$ cat config.mk
export PLATFORM = sky130hd
export DESIGN_NAME = jt51_mixacc
export DESIGN_NICKNAME = d
export VERILOG_FILES = /design/src/rtl/jt51_mixacc.sv
export SDC_FILE = /design/constraint.sdc
export NUM_CORES = 1
export LEC_CHECK = 0
export ABC_AREA = 1
export BUFFER_PORTS_ARGS = -buffer_cell sky130_fd_sc_hd__clkbuf_2
export CORE_MARGIN = 2
export CORE_UTILIZATION = 39
export CTS_CLUSTER_SIZE = 10
export DETAILED_ROUTE_END_ITERATION = 12
export SLEW_MARGIN = 30
export SYNTH_ARGS = -nofsm -noshare
export SYNTH_HDL_FRONTEND = slang
export SYNTH_SLANG_ARGS = --single-unit
$ cat constraint.sdc
create_clock -name clk -period 2.2 [get_ports clk]
set_clock_uncertainty 0.1 [all_clocks]
set_input_delay 0.22 -clock clk [delete_from_list [all_inputs] [get_ports clk]]
set_output_delay 0.22 -clock clk [all_outputs]
set_load 0.01 [all_outputs]
$ cat src/rtl/jt51_mixacc.sv
// Stereo mixer/accumulator for the FM operator stream: sums 32 slots per round
// into left/right, then emits one saturated 16-bit sample per round boundary.
module jt51_mixacc #(
  parameter int SHIFT = 0
) (
  input  logic               clk,
  input  logic               rst,
  input  logic               zero,
  input  logic signed [13:0] op_out,
  input  logic        [1:0]  rl,
  output logic signed [15:0] left,
  output logic signed [15:0] right,
  output logic               sample,
  output logic               clip_l,
  output logic               clip_r,
  output logic               round_err
);

  logic signed [18:0] acc_l_q, acc_l_d;
  logic signed [18:0] acc_r_q, acc_r_d;
  logic        [4:0]  cnt_q, cnt_d;
  logic               primed_q, primed_d;
  logic signed [15:0] left_q, left_d;
  logic signed [15:0] right_q, right_d;
  logic               sample_q, sample_d;
  logic               clip_l_q, clip_l_d;
  logic               clip_r_q, clip_r_d;
  logic               round_err_q, round_err_d;

  logic signed [18:0] add_l, add_r;
  logic signed [18:0] sh_l, sh_r;
  logic signed [15:0] sat_l, sat_r;
  logic               ovf_l, ovf_r;

  // A 20-bit sum overflowed 19 bits when its top two bits disagree.
  function automatic logic signed [18:0] sat19(input logic signed [19:0] v);
    if (v[19] != v[18]) return v[19] ? 19'sh40000 : 19'sh3FFFF;
    return v[18:0];
  endfunction

  function automatic logic sat16_ovf(input logic signed [18:0] v);
    return !((v[18:15] == 4'b0000) || (v[18:15] == 4'b1111));
  endfunction

  function automatic logic signed [15:0] sat16(input logic signed [18:0] v);
    if (sat16_ovf(v)) return v[18] ? 16'sh8000 : 16'sh7FFF;
    return v[15:0];
  endfunction

  always_comb begin
    add_l = rl[0] ? {{5{op_out[13]}}, op_out} : 19'sd0;
    add_r = rl[1] ? {{5{op_out[13]}}, op_out} : 19'sd0;
    sh_l  = acc_l_q >>> SHIFT;
    sh_r  = acc_r_q >>> SHIFT;
    sat_l = sat16(sh_l);
    sat_r = sat16(sh_r);
    ovf_l = sat16_ovf(sh_l);
    ovf_r = sat16_ovf(sh_r);
  end

  always_comb begin
    acc_l_d     = sat19({acc_l_q[18], acc_l_q} + {add_l[18], add_l});
    acc_r_d     = sat19({acc_r_q[18], acc_r_q} + {add_r[18], add_r});
    cnt_d       = cnt_q + 5'd1;
    primed_d    = primed_q;
    left_d      = left_q;
    right_d     = right_q;
    sample_d    = 1'b0;
    clip_l_d    = clip_l_q;
    clip_r_d    = clip_r_q;
    round_err_d = round_err_q;
    if (zero) begin
      acc_l_d  = add_l;
      acc_r_d  = add_r;
      cnt_d    = 5'd1;
      primed_d = 1'b1;
      // The first boundary after reset closes a partial round, so it only primes.
      if (primed_q) begin
        left_d   = sat_l;
        right_d  = sat_r;
        clip_l_d = ovf_l;
        clip_r_d = ovf_r;
        sample_d = 1'b1;
        if (cnt_q != 5'd0) round_err_d = 1'b1;
      end
    end
  end

  always_ff @(posedge clk or posedge rst) begin
    if (rst) begin
      acc_l_q     <= '0;
      acc_r_q     <= '0;
      cnt_q       <= '0;
      primed_q    <= 1'b0;
      left_q      <= '0;
      right_q     <= '0;
      sample_q    <= 1'b0;
      clip_l_q    <= 1'b0;
      clip_r_q    <= 1'b0;
      round_err_q <= 1'b0;
    end else begin
      acc_l_q     <= acc_l_d;
      acc_r_q     <= acc_r_d;
      cnt_q       <= cnt_d;
      primed_q    <= primed_d;
      left_q      <= left_d;
      right_q     <= right_d;
      sample_q    <= sample_d;
      clip_l_q    <= clip_l_d;
      clip_r_q    <= clip_r_d;
      round_err_q <= round_err_d;
    end
  end

  assign left      = left_q;
  assign right     = right_q;
  assign sample    = sample_q;
  assign clip_l    = clip_l_q;
  assign clip_r    = clip_r_q;
  assign round_err = round_err_q;

endmodule

Word-level counts from Yosys, hierarchy flattened. Index checks and enable logic that the tools add are counted.

Logic and storage cells: 45. Input bits: 19. Output and inout port bits: 36. Register bits: 80.

Multiplexer cells: 19. Add/sub/neg operators: 3. Equal/unequal tests: 4. Reductions and logical operators: 9.

Operator list (number): $mux W19 (10); $mux W16 (4); $add A19 B19 Y20 (2); $eq A4 B4 Y1 const B (2); $logic_not A4 Y1 (2); $add A5 B1 Y5 const B (1); $mux W5 (1); $reduce_bool A5 Y1 (1); $mux W1 (4); $reduce_and A3 Y1 (1); $logic_not A1 Y1 (2); $logic_or A1 B1 Y1 (2); $ne A1 B1 Y1 (2); $reduce_and A2 Y1 (1).

Logic depth before layout (Yosys ltp). Gate-level depths: netlist of run 1.

Word-level depth: 6. Gate-level depth with buffers: 19.

Worst setup path before layout of run 1. OpenSTA, ideal clock, no wires.

Kind: input to register. From: input port rl[0]. To: register acc_l_q[10]. Data required time: 1980 ps. Setup slack: 35 ps. Arrival: 1944 ps. Path buffers: 2. Stages on the path: 15. Cell sequence: clkbuf_1 > nand2_1 > inv_1 > ha_1 > nand2_1 > inv_1 > a21oi_1 > nand3_2 > nand2_2 > nand2_1 > nand2_1 > nand2_1 > a21oi_2 > buf_6 > a21oi_2.

Longest elaborated chain between the ends: 6. Elaborated cells on any way between the ends: 8.

RTL lines: from (decl) (line 10) `input logic [1:0] rl,`; $mux W19 * (line 51) `add_l = rl[0] ? {{5{op_out[13]}}, op_out} : 19'sd0;`; $add A19 B19 Y20 (line 62) `acc_l_d = sat19({acc_l_q[18], acc_l_q} + {add_l[18], add_l});`; $mux W19 or $ne A1 B1 Y1 (tied branches) (line 37) `if (v[19] != v[18]) return v[19] ? 19'sh40000 : 19'sh3FFFF;`; $mux W19 or $mux W1 (tied branches) (line 37); $mux W19 (line 38) `return v[18:0];`; $mux W19 * (line 72) `if (zero) begin`; named net acc_l_d[10] (line 19) `logic signed [18:0] acc_l_q, acc_l_d;`; to (signal assigned) (line 102) `acc_l_q <= acc_l_d;`; to (decl) (line 19).

The timed path passes the listed nets; every way through them passes the cells marked *. The select of a mux whose other input is x is not followed. A chain may end at the register's enable or synchronous reset.

Final worst setup path of run 1.
From: register acc_r_q[0]. To: register acc_r_q[16].

Longest elaborated chain between the ends: 5. Elaborated cells on any way between the ends: 7.

RTL lines: from (decl) (line 20) `logic signed [18:0] acc_r_q, acc_r_d;`; from (signal assigned) (line 103) `acc_r_q <= acc_r_d;`; $add A19 B19 Y20 * (line 63) `acc_r_d = sat19({acc_r_q[18], acc_r_q} + {add_r[18], add_r});`; $mux W19 or $ne A1 B1 Y1 (tied branches) (line 37); $mux W19 or $mux W1 (tied branches) (line 37); $mux W19 * (line 38); $mux W19 * (line 72); named net acc_r_d[16] (line 20).

Marked as above.

==> results of run 1 <==
[flip-flops by register name (all words and copies together) (netlist names)]
name       cells
acc_l_q       19
acc_r_q       19
clip_l         1
clip_r         1
cnt_q          5
left          16
primed_q       1
right         16
round_err      1
sample         1
[final cells by class]
class,instances,share of cell area
multi-input cells,616,0.474
flip-flops and latches,80,0.241
repair buffers,206,0.180
inverters,83,0.0383
well taps,184,0.0277
clock buffers,9,0.0271
clock inverters,7,0.0122
[metrics by stage]
stage	std cells	setup WS, ns	util	TNS [ns]
floorplan	799	0.0354	-	0
global placement	1157	-0.235	0.499	-7.49
detailed placement	1157	-0.262	0.499	-7.81
CTS	1174	0.00353	0.525	0
global route	1185	-0.0703	0.577	-0.869
finish	1185	0.0652	0.577	0
[worst max-delay path: cells and delay by family (launching register included)]
family	cells	cell delay [ns]
xor+xnor	1	0.16
fa+ha+maj	2	0.61
buf+inv	1	0.17
flops	1	0.40
simple gates	8	0.58
[placed cells by master (no fill, tap or decap), types with 25 or more instances in the layout]
cell type,Yosys,routed
a21oi_1,69,56
inv_1,81,76
ha_4,0,33
nor2_1,90,84
a21oi_2,23,33
buf_4,2,143
nand2_2,14,31
xor2_1,25,25
dfrtp_1,80,77
clkbuf_2,0,54
nand2_1,248,228
[worst paths after layout]
| path | start | end | slack (ns) | cells after the start |
|---|---|---|---|---|
| worst max-delay path | acc_r_q[0] | acc_r_q[16] | 0.07 | 12 |
| worst min-delay path | op_out[2] | acc_r_q[2] | 0.15 | 5 |
| worst max register to register | acc_r_q[0] | acc_r_q[16] | 0.07 | 12 |
| worst min register to register | round_err | round_err | 0.37 | 1 |
| max in group asynchronous | rst | acc_l_q[18] | 1.23 | 4 |
| min in group asynchronous | rst | cnt_q[2] | 0.23 | 3 |
[power groups by stage]
stage / logic, uW / clock network (uW) / registers [uW]
2_1_floorplan: 2660 / 0 / 2380
3_3_place_gp: 4680 / 0 / 2340
3_5_place_dp: 4710 / 0 / 2360
4_1_cts: 4780 / 1690 / 2340
5_1_grt: 6120 / 1750 / 2500
6_report: 5560 / 1660 / 2440
[metal layers]
metal	wire (um)	vias to the layer above
li1	-	2963
met1	8640	2660
met2	7480	141
met3	994	17
met4	232	0
met5	0	-
[logic make-up after synthesis]
kind of cell,share of synthesized area
simple gates,0.295
compound gates,0.138
buf+inv,0.0757
flops,0.350
fa+ha+maj,0.0945
xor+xnor,0.0475
[repair_timing]
item / CTS / global route
setup endpoints to repair: 27 / 38
hold endpoints to repair: 80 / 0
gates cloned: 0 / 1
pin swaps: 1 / 21
setup buffers: 0 / 10
resized for setup: 9 / 110
hold buffers: 1 / 0
==> summary.md, run 1 <==
| Metric | Value |
|---|---|
| Outcome | complete, no violations |
| DR vias/cell | 4.88 |
| Critical-path cell with the highest stage delay | dfrtp_1 |
| Met2 usage | 0.313 |
| H-tree depth | 3 |
| TritonCTS clock tree | built |
| Grt total ovfl | 0 |
| WL/cell | 14.6 um |
| Comb pwr share | 0.575 |
| Peak supply drop | 0.642 mV |
| Synth area leader | dfrtp_1 |
| Final worst-path cycle share | 0.970 |
| DIE AREA | 15,700 um^2 |
| Most frequent CP cell | nand2_1 |
| Ys Warns | 0 |
| Post-Synthesis Cells | 799 |
| Pwr dens | 1160 nW/um^2 |
| Sw Ratio | 0.411 |
| CP arrival | 2.27 ns |
| Setup violators final | 0 |
| I/O Buffers | 54 |
| Io pins | 55 |
| Syn Nets | 860 |
| Placed cell area | 7190 um^2 |
| Largest net degree at the start of global routing | 54 |
| Syn-to-layout area delta | 45.5% |
| DRT Wirelength | 17,300 um |
| Fin. max-slew vios | 0 |
| Most frequent cells after synthesis | 248 x nand2_1, 90 x nor2_1, 81 x inv_1 |
| Busiest grt layer | met1 |
| Synthesized area | 5720 um^2 |
| Crit path cell chain | ha_2 > fa_2 > buf_4 > nand2_1 > nand3_1 > nand3_2 > nand2_2 > nand3b_1 > nand2_1 > xor2_1 > nand2_1 > nand2_1 |
| Total track usage | 0.212 |
| Clock latency on the worst-skew pair | 0.35 ns |
| #FFs+latches synth | 80 |
| Worst rel slew slack | 0.700 |
| Fmax achieved | 0.468 GHz |
| RD Place Congestion | 0.890 |
| Crit Path Class | flip-flop to flip-flop |
| CTS clk-pin slew, worst paths | 0.07 ns |
| Hold WS | 0.150 ns |
| Synth Area per Inst | 7.16 um^2 |
| # nets final | 1,057 |
| EDFF count, synth | 0 |
| Met3 Use GR | 0.0407 |
| Dpl hpwl | 13,100 um |
| CP required | 2.33 ns |
| Pre-antenna DRT Iters | 4 |
| CTS Sinks | 80 |
| Int Pwr | 5690 uW |
| Synth top area share | 0.350 |
| Cell variety after synth | 33 |
| Number of DRC markers in iteration 0 | 320 |
| Die X | 125 um |
| Layout filler cell count | 1,298 |
| Synth Flop Type | dfrtp_1 |
| Synth top area cells | dfrtp_1 35%, nand2_1 16%, ha_1 8.7% |
| Max stage delay on crit path | 0.40 ns |
| FP Rows | 44 |
| CP endpoint kind | flip-flop |
| Vias | 5,781 |
| HP Class | primary input to flip-flop |
| Number of routed nets with antenna violations | 0 |
| Flop pwr share | 0.253 |
| Core Box Area | 14,400 um^2 |
| Total CTS buffers | 9 |
| Synth async-reset ratio | 1.00 |
| Minimum clock period | 2.13 ns |
| Count leader, synth | nand2_1 |
| Multi-input logic area | 3950 um^2 |
| Startpoint types | flip-flop |
| Vias in the first global route | 5,360 |
| Met1 Use GR | 0.323 |
| Clock Path Buffers | 2 |
| ANT cells | 0 |
| Slew of the pin with the lowest slew margin | 0.450 ns |
| CP Max Fanout | 3 |
| Seq/Total Area, Yosys | 0.350 |
| FF+latch area | 2010 um^2 |
| Max Cap Viol | 0 |
| Share of layout cells above drive strength 1 | 0.366 |
| Final instance area | 8320 um^2 |
| Hold Fails Final Rpt | 0 |
| CTS Root Buffer Type | clkbuf_16 |
| Antenna violations before repair | 0 |
| Residual DRC | 0 |
| Switching power | 3970 uW |
| First-pass GRT wire length | 26,800 um |
| Design Power | 9660 uW |
| Initial Util | 0.397 |
| Clock Power Share | 0.172 |
| Die H | 125 um |
| Unrepaired setup endpoints after global routing | true |
| Leak | 0.00423 uW |
(Power assumes the default switching activity.)
==> inputs of run 2 (changes only) <==
--- a/config.mk
+++ b/config.mk
@@ -11,6 +11,7 @@
 export CORE_UTILIZATION = 39
 export CTS_CLUSTER_SIZE = 10
 export DETAILED_ROUTE_END_ITERATION = 12
+export REMOVE_ABC_BUFFERS = 1
 export SLEW_MARGIN = 30
 export SYNTH_ARGS = -nofsm -noshare
 export SYNTH_HDL_FRONTEND = slang
==> summary.md, run 2 (synthesis results as in run 1) <==
| Metric | Value |
|---|---|
| DIE AREA | 15,700 um^2 (unchanged) |
| Vias | 5,732 (-0.85%) |
| Switching power | 3960 uW (-0.18%) |
| Leak | 0.00422 uW (-0.33%) |
| Clock Power Share | 0.161 (-0.011) |
| CP Max Fanout | 6 (+3) |
| ANT cells | 0 (unchanged) |
| Critical register-to-register path startpoint | acc_r_q[3] |
| First-pass GRT wire length | 26,700 um (-0.51%) |
| Number of routed nets with antenna violations | 0 (unchanged) |
| Hold path startpoint | op_out[3] |
| Fin util | 0.578 (about the same) |
| Grt total ovfl | 0 (unchanged) |
| Int Pwr | 5580 uW (-1.8%) |
| WL/cell | 14.7 um (+0.28%) |
| Slew of the pin with the lowest slew margin | 0.541 ns (+0.0916 ns) |
| Die X | 125 um (unchanged) |
| I/O Buffers | 54 (unchanged) |
| FP Rows | 44 (unchanged) |
| Final non-filler cell total | 1,180 (-0.42%) |
| H-tree depth | 3 (unchanged) |
| # nets final | 1,053 (-0.38%) |
| DRT Wirelength | 17,300 um (-0.14%) |
| Total CTS buffers | 9 (unchanged) |
| Placed Cells | 1,151 (-0.52%) |
| Crit Path Class | flip-flop to flip-flop |
| Largest regs | acc_l_q x19, acc_r_q x19 |
| Total track usage | 0.212 (-0.000228) |
| RD Place Congestion | 0.928 (+4.3%) |
| Most frequent cells in the layout | 225 x nand2_1, 140 x buf_4, 81 x nor2_1, 78 x dfrtp_1, 77 x inv_1 |
| HP Class | primary input to flip-flop |
| CP required | 2.34 ns (about the same) |
| Pwr dens | 1150 nW/um^2 (-1.2%) |
| Peak supply drop | 0.587 mV (-8.7%) |
| Io pins | 55 (unchanged) |
| Residual DRC | 0 (unchanged) |
| Unrepaired setup endpoints after global routing | true |
| Outcome | complete, no violations |
| Hold WS | 0.175 ns (+0.0246 ns) |
| Syn-to-layout area delta | 45.6% (about the same) |
| Hold Fails Final Rpt | 0 (unchanged) |
| CTS Root Buffer Type | clkbuf_16 |
| Dpl hpwl | 13,000 um (-0.51%) |
| CP arrival | 2.28 ns (about the same) |
| Sw Ratio | 0.415 (+0.00389) |
| Minimum clock period | 2.15 ns (+0.0118 ns) |
| Setup violators final | 0 (unchanged) |
| DR vias/cell | 4.86 (-0.43%) |
| Commonest non-fill, non-tap cell in the layout | nand2_1 |
| Antenna violations before repair | 0 (unchanged) |
| Fin. max-slew vios | 0 (unchanged) |
| Number of DRC markers in iteration 0 | 298 (-6.9%) |
| Share of layout cells above drive strength 1 | 0.365 (about the same) |
| Largest net degree at the start of global routing | 32 (-41%) |
| TritonCTS clock tree | built |
| CP endpoint kind | flip-flop |
| Comb pwr share | 0.584 (+0.009) |
| Vias in the first global route | 5,307 (-0.99%) |
| Final setup TNS | 0 ns (unchanged) |
| Initial Util | 0.397 (unchanged) |
| Die H | 125 um (unchanged) |
| Core Box Area | 14,400 um^2 (unchanged) |
| Clock Path Buffers | 2 (unchanged) |
| Final worst-path cycle share | 0.976 (+0.00534) |
| CTS clk-pin slew, worst paths | 0.06 ns (about the same) |
| Crit path from | acc_r_q[3] |
| Pre-antenna DRT Iters | 5 (+1) |
| Max Cap Viol | 0 (unchanged) |
| Flop pwr share | 0.254 (about the same) |
| CTS Sinks | 80 (unchanged) |
| Worst rel slew slack | 0.639 (-0.0611) |
| Startpoint types | flip-flop |
| Fmax achieved | 0.466 GHz (-0.55%) |
| Clock latency on the worst-skew pair | 0.35 ns (about the same) |
-- run 2: through the flow --
step	worst slack, ns	power, uW	area, um^2
after detailed placement	-0.317	7000	7160
final	0.0535	9550	8330
after CTS	0.00283	8620	7510
after floorplan	-0.172	4940	5600
after global placement	-0.295	6980	7160
after global routing	-0.0377	10300	8330
-- run 2: worst max-delay path: stages, from the launching register on --
cell,delay [ns]
dfrtp_1,0.41
ha_4,0.27
nand2_1,0.08
nand2_1,0.06
nand2_1,0.07
nand2_1,0.07
nand2_1,0.09
nand3_2,0.10
nand2_2,0.11
nand2_2,0.07
nand2_2,0.09
nand2_4,0.06
a21oi_4,0.20
clkbuf_16,0.20
a21oi_2,0.05
-- run 2: what timing repair did --
action / CTS / global route
endpoints found under the setup margin: 32 / 36
cloned: 0 / 3
hold buffers: 1 / 0
resized for setup: 10 / 118
pin swaps: 1 / 43
endpoints found under the hold margin: 26 / 0
buffers inserted: 0 / 10
-- run 2: final timing paths --
check	endpoint	slack, ns	cells past startpoint
setup reg to reg	acc_r_q[12]	0.05	14
hold / removal	acc_r_q[3]	0.17	5
min in group asynchronous	right[10]	0.32	3
max in group asynchronous	acc_r_q[16]	0.99	4
hold reg to reg	primed_q	0.37	1
setup / recovery	acc_r_q[12]	0.05	14
-- run 2: layer usage --
metal	up-vias	GRT usage	share of wire
met4	0	0.0654	0.015
met1	2647	0.316	0.50
met3	13	0.0325	0.044
li1	2953	-	-
met2	119	0.316	0.44
met5	-	0	0
-- run 2: power groups by stage --
stage	clock (uW)	combinational [uW]	sequential [uW]
global placement	0	4640	2340
CTS	1570	4730	2320
floorplan	0	2570	2380
global route	1630	6140	2490
detailed placement	0	4660	2350
finish	1540	5580	2430
-- run 2: layout make-up --
| type | count | area (um^2) |
|---|---|---|
| fill | 1333 | 6090 |
| multi-input combinational | 616 | 4000 |
| sequential | 80 | 2000 |
| timing repair buffer | 202 | 1490 |
| inverter | 83 | 318 |
| clock buffer | 10 | 239 |
| tap | 184 | 230 |
| clock inverter | 5 | 56.3 |
==> inputs of run 3 (changes only) <==
--- a/config.mk
+++ b/config.mk
@@ -7,7 +7,6 @@
 export LEC_CHECK = 0
 export ABC_AREA = 1
 export BUFFER_PORTS_ARGS = -buffer_cell sky130_fd_sc_hd__clkbuf_2
-export CORE_MARGIN = 2
 export CORE_UTILIZATION = 39
 export CTS_CLUSTER_SIZE = 10
 export DETAILED_ROUTE_END_ITERATION = 12
==> summary.md, run 3 (synthesis results as in run 1) <==
| Metric | Value |
|---|---|
| Outcome | complete, no violations |
| Pre-CTS setup slack | -0.360 ns (-0.0427 ns) |
| Design Power | 9570 uW (+0.21%) |
| Hold Fails Final Rpt | 0 (unchanged) |
| Most frequent cells in the layout | 213 x nand2_1, 163 x buf_4, 83 x nor2_1, 80 x dfrtp_1, 76 x inv_1 |
| Die X | 123 um (-1.6%) |
| ANT cells | 0 (unchanged) |
| Worst rel slew slack | 0.703 (+0.0648) |
| Max Cap Viol | 0 (unchanged) |
| H-tree depth | 3 (unchanged) |
| HP Class | primary input to flip-flop |
| Clock Path Buffers | 2 (unchanged) |
| # nets final | 1,078 (+2.4%) |
| CP Max Fanout | 5 (-1) |
| Final instance area | 8430 um^2 (+1.2%) |
| Pwr dens | 1130 nW/um^2 (-0.97%) |
| Largest regs | acc_l_q x19, acc_r_q x19 |
| CTS Sinks | 80 (unchanged) |
| Grt total ovfl | 0 (unchanged) |
| DRT Wirelength | 17,400 um (+0.43%) |
| Syn-to-layout area delta | 47.3% |
| Vias | 5,917 (+3.2%) |
| Share of layout cells above drive strength 1 | 0.384 (+0.0181) |
| Die H | 123 um (-1.6%) |
| Residual DRC | 0 (unchanged) |
| Dpl hpwl | 12,600 um (-2.8%) |
| Crit Path Class | flip-flop to flip-flop |
| RD Place Congestion | 0.895 (-3.5%) |
| Total track usage | 0.232 (+0.0197) |
| Pre-antenna DRT Iters | 5 (unchanged) |
| CP required | 2.33 ns (about the same) |
| Final setup TNS | 0 ns (unchanged) |
| Total CTS buffers | 9 (unchanged) |
| Number of routed nets with antenna violations | 0 (unchanged) |
| WL/cell | 14.5 um (-1.4%) |
| DIE AREA | 15,200 um^2 (-3.2%) |
| Antenna violations before repair | 0 (unchanged) |
| Placed cell area | 7260 um^2 (+1.4%) |
| Leak | 0.00432 uW (+2.4%) |
| Clock latency on the worst-skew pair | 0.34 ns (about the same) |
| CP arrival | 2.30 ns (+0.02 ns) |
| Final worst-path cycle share | 0.984 (+0.00853) |
| Vias in the first global route | 5,447 (+2.6%) |
| DR vias/cell | 4.92 (+1.3%) |
| Slew of the pin with the lowest slew margin | 0.445 ns (-0.0966 ns) |
| Largest net degree at the start of global routing | 81 (+150%) |
| Fin. max-slew vios | 0 (unchanged) |
| Io pins | 55 (unchanged) |
| I/O Buffers | 54 (unchanged) |
| FP Rows | 43 (-2.3%) |
| Setup violators final | 0 (unchanged) |
| CP endpoint kind | flip-flop |
| Core Box Area | 14,100 um^2 (-2.3%) |
| Minimum clock period | 2.17 ns (+0.0188 ns) |
| CTS Root Buffer Type | clkbuf_16 |
| Final non-filler cell total | 1,202 (+1.9%) |
| First-pass GRT wire length | 27,200 um (+1.7%) |
| Startpoint types | flip-flop |
| Placed Cells | 1,161 (+0.87%) |
| Number of DRC markers in iteration 0 | 385 (+29%) |
| CTS clk-pin slew, worst paths | 0.07 ns (about the same) |
| Fmax achieved | 0.462 GHz (-0.87%) |
| Peak supply drop | 0.509 mV (-13%) |
| TritonCTS clock tree | built |
| Unrepaired setup endpoints after global routing | true |
| PnR worst setup slack | 0.0347 ns (-0.0188 ns) |
| Commonest non-fill, non-tap cell in the layout | nand2_1 |
| Initial Util | 0.406 (+0.00923) |
## run 3: cell count changes in the layout (fill, tap and decap cells not counted), moves of 5 or more
cell / previous run / this run
buf_4: 140 / 163
nand2_2: 31 / 45
nand2_1: 225 / 213
a21oi_2: 35 / 30
ha_4: 36 / 31
## run 3: final timing paths
check                            from  slack [ns]     endpoint  cells past startpoint
min in group asynchronous         rst        0.39     right[2]                      4
max in group asynchronous         rst        1.25   acc_l_q[4]                      4
hold reg to reg              primed_q        0.37     primed_q                      1
setup / recovery           acc_r_q[0]        0.03  acc_r_q[12]                     11
setup reg to reg           acc_r_q[0]        0.03  acc_r_q[12]                     11
hold / removal              op_out[2]        0.14   acc_r_q[2]                      5
## run 3: critical path: stages, from the launching register on
cell     delay [ns]
dfrtp_1        0.39
ha_2           0.21
fa_2           0.38
nand3_2        0.10
nand3_2        0.10
nand2_2        0.11
nand2_2        0.06
nand2_2        0.08
nand2_4        0.07
a21oi_4        0.22
buf_6          0.18
a21oi_2        0.06
## run 3: final cells by class
| class | count | area, um^2 |
|---|---|---|
| clock buffers | 9 | 225 |
| well taps | 180 | 225 |
| repair buffers | 227 | 1650 |
| fillers | 1280 | 5670 |
| inverters | 83 | 315 |
| flip-flops and latches | 80 | 2000 |
| multi-input cells | 616 | 3950 |
| clock inverters | 7 | 55.1 |
## run 3: report_power, final
group          total [uW]  internal, uW  switching [uW]  leakage, uW
Clock                1430           774             655     0.000126
Combinational        5750          2810            2940      0.00327
Sequential           2390          1970             418     0.000923
## run 3: through the flow
step	utilization	hold WS, ns
global route	0.598	0.171
finish	0.598	0.142
detailed placement	0.515	0.223
floorplan	-	0.185
CTS	0.542	0.135
global placement	0.515	0.224
## run 3: layer usage
| layer | vias to the layer above | track usage | routed length, um |
|---|---|---|---|
| met2 | 137 | 0.340 | 7640 |
| met5 | - | 0 | 0 |
| met4 | 0 | 0.0595 | 230 |
| met3 | 20 | 0.0327 | 868 |
| met1 | 2769 | 0.353 | 8660 |
| li1 | 2991 | - | - |
## run 3: timing repair
action,4_1_cts,5_1_grt
endpoints found under the hold margin,80,0
resized for setup,16,112
pin swaps,3,43
setup endpoints to repair,31,37
hold buffers,1,0
buffers inserted,1,21
cloned,1,1
